**src/rtl/fp32_pkg.sv**
```systemverilog
// Shared FP32 definitions for the divider and multiplier: FSM states, operand classes, field widths.
package fp32_pkg;

  localparam int FP_BIAS = 127;
  localparam int EXP_W   = 8;
  localparam int MANT_W  = 23;
  localparam logic [31:0] FP_QNAN = 32'h7FC0_0000;

  typedef enum logic [2:0] {
    S_IDLE, S_UNPACK, S_DIVIDE, S_NORMALIZE, S_ROUND, S_DONE
  } state_e;

  typedef enum logic [1:0] {
    CLS_ZERO, CLS_NORM, CLS_INF, CLS_NAN
  } fp_cls_e;

  // Denormals are flushed, so any zero exponent classifies as ZERO.
  function automatic fp_cls_e fp_classify(input logic [31:0] x);
    logic [EXP_W-1:0]  e;
    logic [MANT_W-1:0] m;
    e = x[MANT_W +: EXP_W];
    m = x[MANT_W-1:0];
    if (e == '0)
      return CLS_ZERO;
    else if (e == '1)
      return (m == '0) ? CLS_INF : CLS_NAN;
    else
      return CLS_NORM;
  endfunction

endpackage

```
**src/rtl/fp32_mant_div.sv**
```systemverilog
// Bit-serial restoring mantissa divider: one quotient bit per clock, 26 bits after a load.
// valid_o rises on the edge that shifts in the last quotient bit and stays high until the next load.
module fp32_mant_div (
  input  logic        clk,
  input  logic        rst_n,
  input  logic        load_i,
  input  logic [25:0] dividend_i,
  input  logic [23:0] divisor_i,
  output logic [25:0] quotient_o,
  output logic        rem_nz_o,
  output logic        valid_o
);

  logic [25:0] rem_q, rem_d, rem_sub;
  logic [23:0] div_q;
  logic [25:0] quo_q;
  logic [4:0]  cnt_q;
  logic        run_q, valid_q;
  logic        q_bit;

  always_comb begin
    q_bit   = (rem_q >= {2'b00, div_q});
    rem_sub = q_bit ? (rem_q - {2'b00, div_q}) : rem_q;
    // rem_sub < divisor < 2^24, so the shift cannot drop a set bit.
    rem_d   = {rem_sub[24:0], 1'b0};
  end

  always_ff @(posedge clk or negedge rst_n) begin
    if (!rst_n) begin
      rem_q   <= '0;
      div_q   <= '0;
      quo_q   <= '0;
      cnt_q   <= '0;
      run_q   <= 1'b0;
      valid_q <= 1'b0;
    end else if (load_i) begin
      rem_q   <= dividend_i;
      div_q   <= divisor_i;
      quo_q   <= '0;
      cnt_q   <= 5'd25;
      run_q   <= 1'b1;
      valid_q <= 1'b0;
    end else if (run_q) begin
      rem_q <= rem_d;
      quo_q <= {quo_q[24:0], q_bit};
      cnt_q <= cnt_q - 5'd1;
      if (cnt_q == 5'd0) begin
        run_q   <= 1'b0;
        valid_q <= 1'b1;
      end
    end
  end

  assign quotient_o = quo_q;
  assign rem_nz_o   = (rem_q != '0);
  assign valid_o    = valid_q;

endmodule

```
**src/rtl/fp32_divider.sv**
```systemverilog
// Sequential FP32 divider (a_i / b_i): 29 edges start-to-done for normal operands, 1 edge for special cases.
// start_i is honoured only in IDLE; done_o pulses one cycle and all results hold until the next start.
module fp32_divider
  import fp32_pkg::*;
#(
  parameter bit ROUND_EN = 1'b1
) (
  input  logic        clk,
  input  logic        rst_n,
  input  logic        start_i,
  input  logic [31:0] a_i,
  input  logic [31:0] b_i,
  output logic [31:0] quotient_o,
  output logic        done_o,
  output logic        busy_o,
  output logic        nan_o,
  output logic        infinit_o,
  output logic        div_by_zero_o,
  output logic        overflow_o,
  output logic        underflow_o
);

  state_e             state_q, state_d;
  logic [31:0]        a_q, a_d, b_q, b_d, quot_q, quot_d;
  logic               sign_q, sign_d;
  logic signed [9:0]  exp_q, exp_d, exp_r;
  logic [4:0]         cnt_q, cnt_d;
  logic [23:0]        mant_q, mant_d;
  logic               guard_q, guard_d, sticky_q, sticky_d;
  logic [4:0]         flag_q, flag_d;   // {nan, inf, div_by_zero, overflow, underflow}
  logic               done_q, busy_q;
  logic               core_load, core_rem_nz, core_vld, rnd_up;
  logic [25:0]        core_quo;
  logic [24:0]        mant_r;
  fp_cls_e            cls_a, cls_b;

  fp32_mant_div u_mant_div (
    .clk        (clk),
    .rst_n      (rst_n),
    .load_i     (core_load),
    .dividend_i ({2'b00, 1'b1, a_q[22:0]}),
    .divisor_i  ({1'b1, b_q[22:0]}),
    .quotient_o (core_quo),
    .rem_nz_o   (core_rem_nz),
    .valid_o    (core_vld)
  );

  always_comb begin
    state_d   = state_q;
    a_d       = a_q;
    b_d       = b_q;
    quot_d    = quot_q;
    sign_d    = sign_q;
    exp_d     = exp_q;
    cnt_d     = cnt_q;
    mant_d    = mant_q;
    guard_d   = guard_q;
    sticky_d  = sticky_q;
    flag_d    = flag_q;
    core_load = 1'b0;
    cls_a     = fp_classify(a_q);
    cls_b     = fp_classify(b_q);
    rnd_up    = ROUND_EN && guard_q && (sticky_q || mant_q[0]);
    mant_r    = {1'b0, mant_q} + {24'd0, rnd_up};
    // A rounding carry leaves mant_r[22:0] zero, so only the exponent needs fixing.
    exp_r     = exp_q + {9'd0, mant_r[24]};

    case (state_q)
      S_IDLE: begin
        if (start_i) begin
          a_d     = a_i;
          b_d     = b_i;
          flag_d  = '0;
          state_d = S_UNPACK;
        end
      end
      S_UNPACK: begin
        sign_d  = a_q[31] ^ b_q[31];
        state_d = S_DONE;
        if (cls_a == CLS_NAN || cls_b == CLS_NAN ||
            (cls_a == CLS_ZERO && cls_b == CLS_ZERO) ||
            (cls_a == CLS_INF && cls_b == CLS_INF)) begin
          quot_d = FP_QNAN;
          flag_d = 5'b10000;
        end else if (cls_a == CLS_INF) begin
          quot_d = {sign_d, 8'hFF, 23'h0};
          flag_d = 5'b01000;
        end else if (cls_b == CLS_INF || cls_a == CLS_ZERO) begin
          quot_d = {sign_d, 31'h0};
        end else if (cls_b == CLS_ZERO) begin
          quot_d = {sign_d, 8'hFF, 23'h0};
          flag_d = 5'b00100;
        end else begin
          exp_d     = $signed({2'b00, a_q[30:23]}) - $signed({2'b00, b_q[30:23]})
                      + $signed(10'(FP_BIAS));
          cnt_d     = 5'd25;
          core_load = 1'b1;
          state_d   = S_DIVIDE;
        end
      end
      S_DIVIDE: begin
        cnt_d = cnt_q - 5'd1;
        if (cnt_q == 5'd0)
          state_d = S_NORMALIZE;
      end
      S_NORMALIZE: begin
        if (core_vld) begin
          if (core_quo[25]) begin
            mant_d   = core_quo[25:2];
            guard_d  = core_quo[1];
            sticky_d = core_quo[0] | core_rem_nz;
          end else begin
            mant_d   = core_quo[24:1];
            guard_d  = core_quo[0];
            sticky_d = core_rem_nz;
            exp_d    = exp_q - 10'sd1;
          end
          state_d = S_ROUND;
        end
      end
      S_ROUND: begin
        if (exp_r >= 10'sd255) begin
          quot_d = {sign_q, 8'hFF, 23'h0};
          flag_d = 5'b00010;
        end else if (exp_r <= 10'sd0) begin
          quot_d = {sign_q, 31'h0};
          flag_d = 5'b00001;
        end else begin
          quot_d = {sign_q, exp_r[7:0], mant_r[22:0]};
        end
        state_d = S_DONE;
      end
      S_DONE:  state_d = S_IDLE;
      default: state_d = S_IDLE;
    endcase
  end

  always_ff @(posedge clk or negedge rst_n) begin
    if (!rst_n) begin
      state_q  <= S_IDLE;
      a_q      <= '0;
      b_q      <= '0;
      quot_q   <= '0;
      sign_q   <= 1'b0;
      exp_q    <= '0;
      cnt_q    <= '0;
      mant_q   <= '0;
      guard_q  <= 1'b0;
      sticky_q <= 1'b0;
      flag_q   <= '0;
      done_q   <= 1'b0;
      busy_q   <= 1'b0;
    end else begin
      state_q  <= state_d;
      a_q      <= a_d;
      b_q      <= b_d;
      quot_q   <= quot_d;
      sign_q   <= sign_d;
      exp_q    <= exp_d;
      cnt_q    <= cnt_d;
      mant_q   <= mant_d;
      guard_q  <= guard_d;
      sticky_q <= sticky_d;
      flag_q   <= flag_d;
      done_q   <= (state_d == S_DONE);
      busy_q   <= (state_d != S_IDLE);
    end
  end

  assign quotient_o = quot_q;
  assign done_o     = done_q;
  assign busy_o     = busy_q;
  assign {nan_o, infinit_o, div_by_zero_o, overflow_o, underflow_o} = flag_q;

endmodule

```
**config.mk**
```make
export PLATFORM = sky130hd
export DESIGN_NAME = fp32_divider
export DESIGN_NICKNAME = d
export VERILOG_FILES = /design/src/rtl/fp32_pkg.sv /design/src/rtl/fp32_mant_div.sv /design/src/rtl/fp32_divider.sv
export SDC_FILE = /design/constraint.sdc
export NUM_CORES = 1
export LEC_CHECK = 0
export BUFFER_PORTS_ARGS = -buffer_cell sky130_fd_sc_hd__buf_2
export CAP_MARGIN = 20
export CORE_MARGIN = 3
export CORE_UTILIZATION = 53
export DETAILED_ROUTE_END_ITERATION = 6
export PLACE_DENSITY = 0.72
export SLEW_MARGIN = 25
export SYNTH_ARGS = -nofsm -noshare
export SYNTH_HDL_FRONTEND = slang
export SYNTH_SLANG_ARGS = --single-unit
```
**constraint.sdc**
```tcl
create_clock -name clk -period 8.6 [get_ports clk]
set_clock_uncertainty 0.15 [all_clocks]
set_input_delay 0.86 -clock clk [delete_from_list [all_inputs] [get_ports clk]]
set_output_delay 0.86 -clock clk [all_outputs]
set_load 0.05 [all_outputs]
```
==> summary.md, run 1 <==
| Metric | Value |
|---|---|
| Status | `finished clean` |
| Initial DRT Pass Iterations | `5` |
| Top delay family on crit path | `simple AND/OR/NAND/NOR gates` |
| Final Hold Fails | `0` |
| # setup viols final | `0` |
| # clock sinks | `231` |
| Worst-margin pin slew | `976 ps` |
| Post-route ant nets | `0` |
| Area share of the largest cell type after synthesis | `46.4%` |
| Gp weighted congestion | `0.918` |
| Initial core utilization | `a little over half` |
| Seq cells post-synth | `231` |
| Crit Reg-Reg Startpoint | `sticky_q$_DFFE_PN0P_` |
| Unrepaired setup endpoints after global routing | `no` |
| Pwr Density | `~430 nW/um^2` |
| DR vias/cell | `around 5.6` |
| Final cell count without fillers | `1695` |
| Share of cells above drive strength 1 | `~17%` |
| Syn avg cell area | `around 9.6 sq um` |
| Post-synth EDFFs | `0` |
| Fillers | `around 2.0k` |
| Post-cts resize count | `0` |
| Buffers & Inverters on Critical Path | `0` |
| CP Depth | `17` |
| Kind of critical path | `reg2reg` |
| Nets | `between 1k and 1.5k` |
| Post-place setup slack | `~4000 ps` |
| Critical path launch point type | `register` |
| Clock transition at path regs | `60 ps` |
| P&R area growth vs syn | `12.4%` |
| Post-Syn Nets | `1401` |
| R2r setup slk | `about 4000 ps` |
| TritonCTS buffer count | `24` |
| Die area | `~25000 sq um` |
| Die extent in x | `approximately 160 um` |
| Util after Layout | `between 60% and 70%` |
| Cell area after synthesis | `12400 sq um` |
| Initial antenna violation count | `0` |
| # H-tree levels | `1` |
| Max rail drop VDD | `0.000208 V` |
| Largest net degree at the start of global routing | `between 100 and 150` |
| IO Pins | `between 100 and 150` |
| Worst R2R End | `flag_q[0]$_DFFE_PN0P_` |
| Crit. Startpoint | `sticky_q$_DFFE_PN0P_` |
| Fmax | `0.215 GHz` |
| Final TNS setup | `0 ps` |
| Via count | `between 9k and 10k` |
| Clock latency on the worst-skew pair | `530 ps` |
| Gr ovfl total | `0` |
| CTS root buf | `clkbuf_16` |
| Power, Total | `6.00 mW` |
| 1st-iter DRT viols | `between 700 and 800` |
| DRC viols | `0` |
| Crit path capture | `flag_q[0]$_DFFE_PN0P_` |
| Hold buffer count at CTS | `0` |
| Rel. slew slack | `a little over a third` |
| Synth warn | `0` |
| Post-synth cell types | `between 70 and 80` |
| Synthesized netlist cell count | `between 1k and 1.5k` |
| Critical Path RT | `~8900 ps` |
| CTS tree | `done` |
| Detailed placement HPWL | `between 15 and 20 mm` |
| Nature of the critical path endpoint | `register` |
| Ranking of synthesized cells by area | `dfrtp_1, mux2_2, nand2_1` |
| Share of synthesized registers carrying an async set or reset | `100%` |
| Seq/Total Area, Yosys | `46.4%` |
| DR WL/cell | `between 15 and 20 um` |
| LEAKAGE | `between 6 and 7 nW` |
| Placed cell count | `~1.7k` |
| CP peak stage delay | `about 440 ps` |
| Min Tclk post-route | `around 4600 ps` |
| Reg2reg path depth | `17` |
| Core area | `about 23000 sq um` |
| CP max FO | `24` |
| Slew Viols, Final | `0` |
| Synth cell count leaders | `dfrtp_1, nand2_1, o21ai_0, nor2_1, inv_1` |
| Vias in the first global route | `between 9k and 10k` |
| Clock Tree Buf Depth | `3` |
| # port buffers | `about 110` |
| Slowest-stage cell, CP | `nor3_1` |
| Arrival @ worst endpoint | `a little under 5000 ps` |
| DRT Wirelength | `between 20 and 30 mm` |
| Setup WS post-layout | `~4000 ps` |
| Ant. Diodes | `0` |
| Global-route wire length before repair | `between 40 and 50 mm` |
| Count leader, synth | `dfrtp_1` |
| Total track usage | `between 20% and 30%` |
| Die Span Y | `159 um` |
| Reg area | `around 5800 sq um` |
| Period utilization | `54.0%` |
| Most used DFF post-synth | `dfrtp_1` |
| Cell mode on critical path | `ha_1` |
| Max capacitance violation total | `0` |
| Synth area leader | `dfrtp_1` |
| Hold WC Path Type | `in2async` |
| Crit path cell chain | `o21a_1 -> ha_1 -> ha_1 -> and3_1 -> nand3_1 -> nor3_1 -> and3_1 -> and3_1 -> ha_1 -> ha_1 -> xor2_1 -> nand4_1 -> o21ai_1 -> and2_1 -> nand2b_4 -> nor3b_4 -> mux2_2` |
| Multi-input gate area | `6180 sq um` |
| Std-Cell Rows | `55` |
| Setup bufs post-CTS | `0` |
[cells by family (layout without fill, tap and decap cells)]
| logic type | after synthesis | after routing | synth area share (%) |
|---|---|---|---|
| multiplexers | 111 | 111 | 9.51 |
| flip-flops | 231 | 231 | 46.4 |
| buffers and inverters | 125 | 217 | 4.00 |
| AND/OR/NAND/NOR | 427 | 427 | 16.3 |
| XOR/XNOR | 63 | 63 | 4.49 |
| adder cells (fa/ha/maj) | 44 | 44 | 4.54 |
| AO/OA/AOI/OAI | 289 | 289 | 14.7 |
[flip-flops by register name, summed over array words and instances (netlist names)]
register               count
busy_o                     1
u_mant_div.rem_q          26
sign_q                     1
u_mant_div.quotient_o     26
u_mant_div.cnt_q           5
u_mant_div.valid_o         1
guard_q                    1
exp_q                     10
state_q                    3
a_q                       32
flag_q                     5
mant_q                    24
sticky_q                   1
b_q                       32
cnt_q                      5
u_mant_div.div_q          24
u_mant_div.run_q           1
done_o                     1
quotient_o                32
[final cells by class]
class                   instances  share of cell area [%]
clock buffers                  32                    4.87
inverters                      60                    1.61
repair buffers                114                    4.31
multi-input cells             934                    44.2
well taps                     313                    2.80
flip-flops and latches        231                    41.3
clock inverters                11                   0.903
[how the worst min path moves through the flow]
stage	to	startpoint	depth (start not counted)	slack, ps
6_report	exp_q[4]$_DFFE_PN0P_	rst_n	1	200
5_1_grt	exp_q[4]$_DFFE_PN0P_	rst_n	1	260
4_1_cts	exp_q[4]$_DFFE_PN0P_	rst_n	1	230
3_5_place_dp	u_mant_div.div_q[23]$_DFFE_PN0P_	u_mant_div.div_q[23]$_DFFE_PN0P_	2	300
3_3_place_gp	u_mant_div.div_q[23]$_DFFE_PN0P_	u_mant_div.div_q[23]$_DFFE_PN0P_	2	290
2_1_floorplan	u_mant_div.div_q[23]$_DFFE_PN0P_	u_mant_div.div_q[23]$_DFFE_PN0P_	2	270
[cell usage in the layout, fill, tap and decap left out, drive strengths merged, types with 10 or more instances in the layout]
cell    synthesis  routed
nor2           93      93
nand4          11      11
inv            60      61
nor4           32      32
buf            20     114
a21o           10      10
mux2i          53      53
nor2b          12      12
o21a           11      11
a21oi          58      58
and3           16      16
a221o          13      13
xor2           28      28
nand2         171     171
dfrtp         231     231
ha             42      42
nand3          35      35
mux2           58      58
xnor2          35      35
clkbuf         45      32
nor3           19      19
nor3b          10      10
o21ai         135     135
o211ai         10      10
[power breakdown]
part / leakage (nW) / switching [mW] / total (mW) / internal (mW)
sequential: 2.91 / 0.395 / 1.90 / 1.51
clock: 0.399 / 0.430 / 1.05 / 0.618
combinational: 3.01 / 1.71 / 3.05 / 1.34
[stage by stage]
| stage | hold WS, ps | area (sq um) |
|---|---|---|
| finish | 199 | 14000 |
| CTS | 227 | 14000 |
| floorplan | 268 | 12400 |
| detailed placement | 304 | 13200 |
| global placement | 287 | 13200 |
| global route | 262 | 14000 |
[routing by layer]
layer | up-vias | routed length [um] | global-route usage [%]
li1 | 4692 | - | -
met1 | 4612 | 12400 | 29.2
met2 | 225 | 13100 | 36.8
met3 | 41 | 1090 | 2.71
met4 | 0 | 565 | 5.81
met5 | - | 0 | 0
(Power assumes the default switching activity.)
==> run 2, diff against run 1 <==
- ABC_AREA: default -> 1
- PLACE_DENSITY: 0.72 -> 0.75
- clock period: 8.6 -> 3.75 ns (I/O delays scaled with it)
==> run 2 against run 1 <==
  * The run now ends with negative setup slack left
  * Clock power grew 140%
  * Combinational power grew to 2.7 times the previous value
  * Fmax grew 16%
  * Synthesized cell count grew 37%
  * Count of clock-buffer cells in the layout grew 4
  * Hold slack gained 73 ps
  * Critical endpoint is now quotient_o[12]$_DFFE_PN0P_
  * Highest routed layer unchanged
==> summary.md, run 2 <==
| Metric | Value |
|---|---|
| Status | `complete, but fails checks (was finished clean)` |
| Failing checks | `negative setup slack` |
| # H-tree levels | `1 (unchanged)` |
| Synth warn | `0 (unchanged)` |
| Max rail drop VDD | `0.000582 V (was 0.000208 V)` |
| Largest net degree at the start of global routing | `85 (was 109)` |
| Seq cells post-synth | `231 (unchanged)` |
| Min Tclk post-route | `4010 ps (was 4650 ps)` |
| Most common cell after layout, fill and taps aside | `nand2_1 (was dfrtp_1)` |
| Area share of the largest cell type after synthesis | `42.7% (was 46.4%)` |
| Initial antenna violation count | `0 (unchanged)` |
| Post-Syn Nets | `1884 (was 1401)` |
| CP peak stage delay | `350 ps (was 440 ps)` |
| CTS tree | `done (unchanged)` |
| Synth area leader | `dfrtp_1 (unchanged)` |
| Post-synth EDFFs | `0 (unchanged)` |
| Synth Area in Adders | `4.18% (was 4.54%)` |
| Clock latency on the worst-skew pair | `530 ps (about the same)` |
| Crit. Startpoint | `mant_q[0]$_DFFE_PN0P_ (was sticky_q$_DFFE_PN0P_)` |
| Core area | `24700 sq um (was 22800 sq um)` |
| Post-Synth XOR/XNOR Area | `1.16% (was 4.49%)` |
| Worst-margin pin slew | `912 ps (was 976 ps)` |
| CP max FO | `11 (was 24)` |
| Post-synth cell types | `44 (was 74)` |
| IO Pins | `106 (unchanged)` |
| Switch Pwr | `7.06 mW (was 2.54 mW)` |
| P&R area growth vs syn | `22.6% (was 12.4%)` |
| Vias in the first global route | `12.4k (was 9405)` |
| Unrepaired setup endpoints after global routing | `yes (was no)` |
| Setup WS post-layout | `-260 ps (was 3950 ps)` |
| Via count | `12.7k (was 9570)` |
| Cell area after synthesis | `13500 sq um (was 12400 sq um)` |
| Kind of critical path | `reg2reg (unchanged)` |
| R2r setup slk | `-260 ps (was 3950 ps)` |
| Simple-gate share of the synthesized area | `28.9% (was 16.3%)` |
| CTS root buf | `clkbuf_16 (unchanged)` |
| Die Span Y | `166 um (was 159 um)` |
| Post-place setup slack | `-305 ps (was 3970 ps)` |
| Detailed placement HPWL | `24.9 mm (was 19.1 mm)` |
| Sw Share | `46.8% (was 42.3%)` |
| Clock network fraction of total power | `16.5% (was 17.5%)` |
| Clock transition at path regs | `60 ps (about the same)` |
| Max capacitance violation total | `0 (unchanged)` |
| Die extent in x | `166 um (was 159 um)` |
| LEAKAGE | `8.13 nW (was 6.32 nW)` |
| Final Hold Fails | `0 (unchanged)` |
| Gp weighted congestion | `0.943 (was 0.918)` |
| Pwr Density | `909 nW/um^2 (was 429 nW/um^2)` |
| Count leader, synth | `nand2_1 (was dfrtp_1)` |
| Compound-Gate Fraction of Synth Area | `9.87% (was 14.7%)` |
| # setup viols final | `35 (was 0)` |
| Multiplexer share of the synthesized area | `3.91% (was 9.51%)` |
| Fmax | `0.249 GHz (was 0.215 GHz)` |
| Slew Viols, Final | `0 (unchanged)` |
| Nets | `2103 (was 1476)` |
| DR vias/cell | `5.43 (was 5.65)` |
| Ranking of synthesized cells by area | `dfrtp_1, nand2_1, inv_1 (was dfrtp_1, mux2_2, nand2_1)` |
| Largest family of logic cells by synthesized area | `simple AND/OR/NAND/NOR gates (unchanged)` |
| Critical Path RT | `4040 ps (was 8860 ps)` |
| Gate power share | `54.7% (was 50.8%)` |
| Buffers & Inverters on Critical Path | `5 (was 0)` |
| Critical path launch point type | `register (unchanged)` |
| DRT Wirelength | `36.8 mm (was 27.2 mm)` |
| Int Pwr | `8.03 mW (was 3.46 mW)` |
| Std-Cell Rows | `57 (was 55)` |
| Share of cells above drive strength 1 | `18.2% (was 17.2%)` |
| Total track usage | `25.9% (was 21.5%)` |
| TritonCTS buffer count | `26 (was 24)` |
| Global-route wire length before repair | `60.7 mm (was 46.2 mm)` |
| Initial DRT Pass Iterations | `7 (was 5)` |
| Syn avg cell area | `7.64 sq um (was 9.65 sq um)` |
| DR WL/cell | `15.8 um (was 16.0 um)` |
| Arrival @ worst endpoint | `4300 ps (was 4910 ps)` |
| Period utilization | `107% (was 54.0%)` |
| Synth cell count leaders | `nand2_1, inv_1, dfrtp_1, nor2_1, nand3_1 (was dfrtp_1, nand2_1, o21ai_0, nor2_1, inv_1)` |
| Slowest-stage cell, CP | `dfrtp_1 (was nor3_1)` |
| Clock Tree Buf Depth | `3 (unchanged)` |
| Cell mode on critical path | `nand2_2 (was ha_1)` |
| Crit Reg-Reg Startpoint | `mant_q[0]$_DFFE_PN0P_ (was sticky_q$_DFFE_PN0P_)` |
| 1st-iter DRT viols | `1104 (was 707)` |
| Ant. Diodes | `0 (unchanged)` |
| Top delay family on crit path | `simple AND/OR/NAND/NOR gates (unchanged)` |
| Worst R2R End | `quotient_o[12]$_DFFE_PN0P_ (was flag_q[0]$_DFFE_PN0P_)` |
| Post-route ant nets | `0 (unchanged)` |
| Nature of the critical path endpoint | `register (unchanged)` |
| Commonest non-fill, non-tap cells in the layout | `nand2_1, inv_1, dfrtp_1 (was dfrtp_1, nand2_1, o21ai_0)` |
| Synthesized netlist cell count | `1773 (was 1290)` |
| Seq pwr share | `28.8% (was 31.7%)` |
| Reg2reg path depth | `28 (was 17)` |
| Power, Total | `15.1 mW (was 6.00 mW)` |
| Initial core utilization | `54.7% (was 54.5%)` |
| Rel. slew slack | `39.2% (was 35.0%)` |
| Die area | `27500 sq um (was 25400 sq um)` |
| Gr ovfl total | `0 (unchanged)` |
| Share of synthesized registers carrying an async set or reset | `100% (unchanged)` |
| # clock sinks | `231 (unchanged)` |
| Hold WC Path Type | `in2async (unchanged)` |
| DRC viols | `0 (unchanged)` |
| Most used DFF post-synth | `dfrtp_1 (unchanged)` |
| # port buffers | `105 (unchanged)` |
| Seq/Total Area, Yosys | `42.7% (was 46.4%)` |
-- run 2: cell type report --
class,count,area [sq um]
flip-flops and latches,231,5780
multi-input cells,1233,6770
clock buffers,36,739
clock inverters,7,93.8
inverters,254,958
well taps,324,405
fillers,1999,8150
repair buffers,246,1850
-- run 2: cells by family (layout without fill, tap and decap cells) --
family          Yosys count  in the layout
xor+xnor                 18             18
flops                   231            231
buf+inv                 309            543
compound gates          244            244
simple gates            880            880
fa+ha+maj                44             44
mux                      47             47
-- run 2: routing by layer --
| layer | vias up | GRT usage [%] | wire, um |
|---|---|---|---|
| li1 | 6239 | - | - |
| met1 | 5921 | 34.3 | 15800 |
| met2 | 389 | 44.0 | 17600 |
| met3 | 102 | 3.74 | 2040 |
| met4 | 0 | 8.82 | 1340 |
| met5 | - | 0 | 0 |
-- run 2: timing repair --
action / in CTS / in global routing
cloned: 0 / 2
buffers inserted: 24 / 6
hold endpoints to repair: 146 / 0
resized for setup: 19 / 55
pin swaps: 6 / 32
hold buffers: 65 / 0
setup endpoints to repair: 35 / 36
-- run 2: how the worst max path moves through the flow --
stage,end,slack (ps),cells past startpoint
after floorplan,quotient_o[21]$_DFFE_PN0P_,3,28
after global placement,quotient_o[22]$_DFFE_PN0P_,-190,30
after detailed placement,quotient_o[22]$_DFFE_PN0P_,-300,30
after CTS,quotient_o[22]$_DFFE_PN0P_,-40,30
after global routing,quotient_o[22]$_DFFE_PN0P_,-500,30
final,quotient_o[12]$_DFFE_PN0P_,-260,28
-- run 2: power by group through the flow --
| stage | sequential (mW) | clock, mW | combinational [mW] |
|---|---|---|---|
| finish | 4.34 | 2.50 | 8.25 |
| CTS | 4.30 | 2.53 | 8.03 |
| global placement | 4.30 | 0 | 7.64 |
| global route | 4.46 | 2.66 | 9.31 |
| floorplan | 4.36 | 0 | 5.86 |
| detailed placement | 4.33 | 0 | 7.82 |
-- run 2: per-stage QoR --
step	area (sq um)	hold slack (ps)	instances	TNS, ps	util, %
floorplan	13500	-70.6	1773	0	-
global placement	14600	273	2192	-3800	58.9
detailed placement	14600	271	2192	-7200	58.9
CTS	16300	309	2324	-41.8	65.9
global route	16600	349	2331	-15280	67.1
finish	16600	272	2331	-6510	67.1
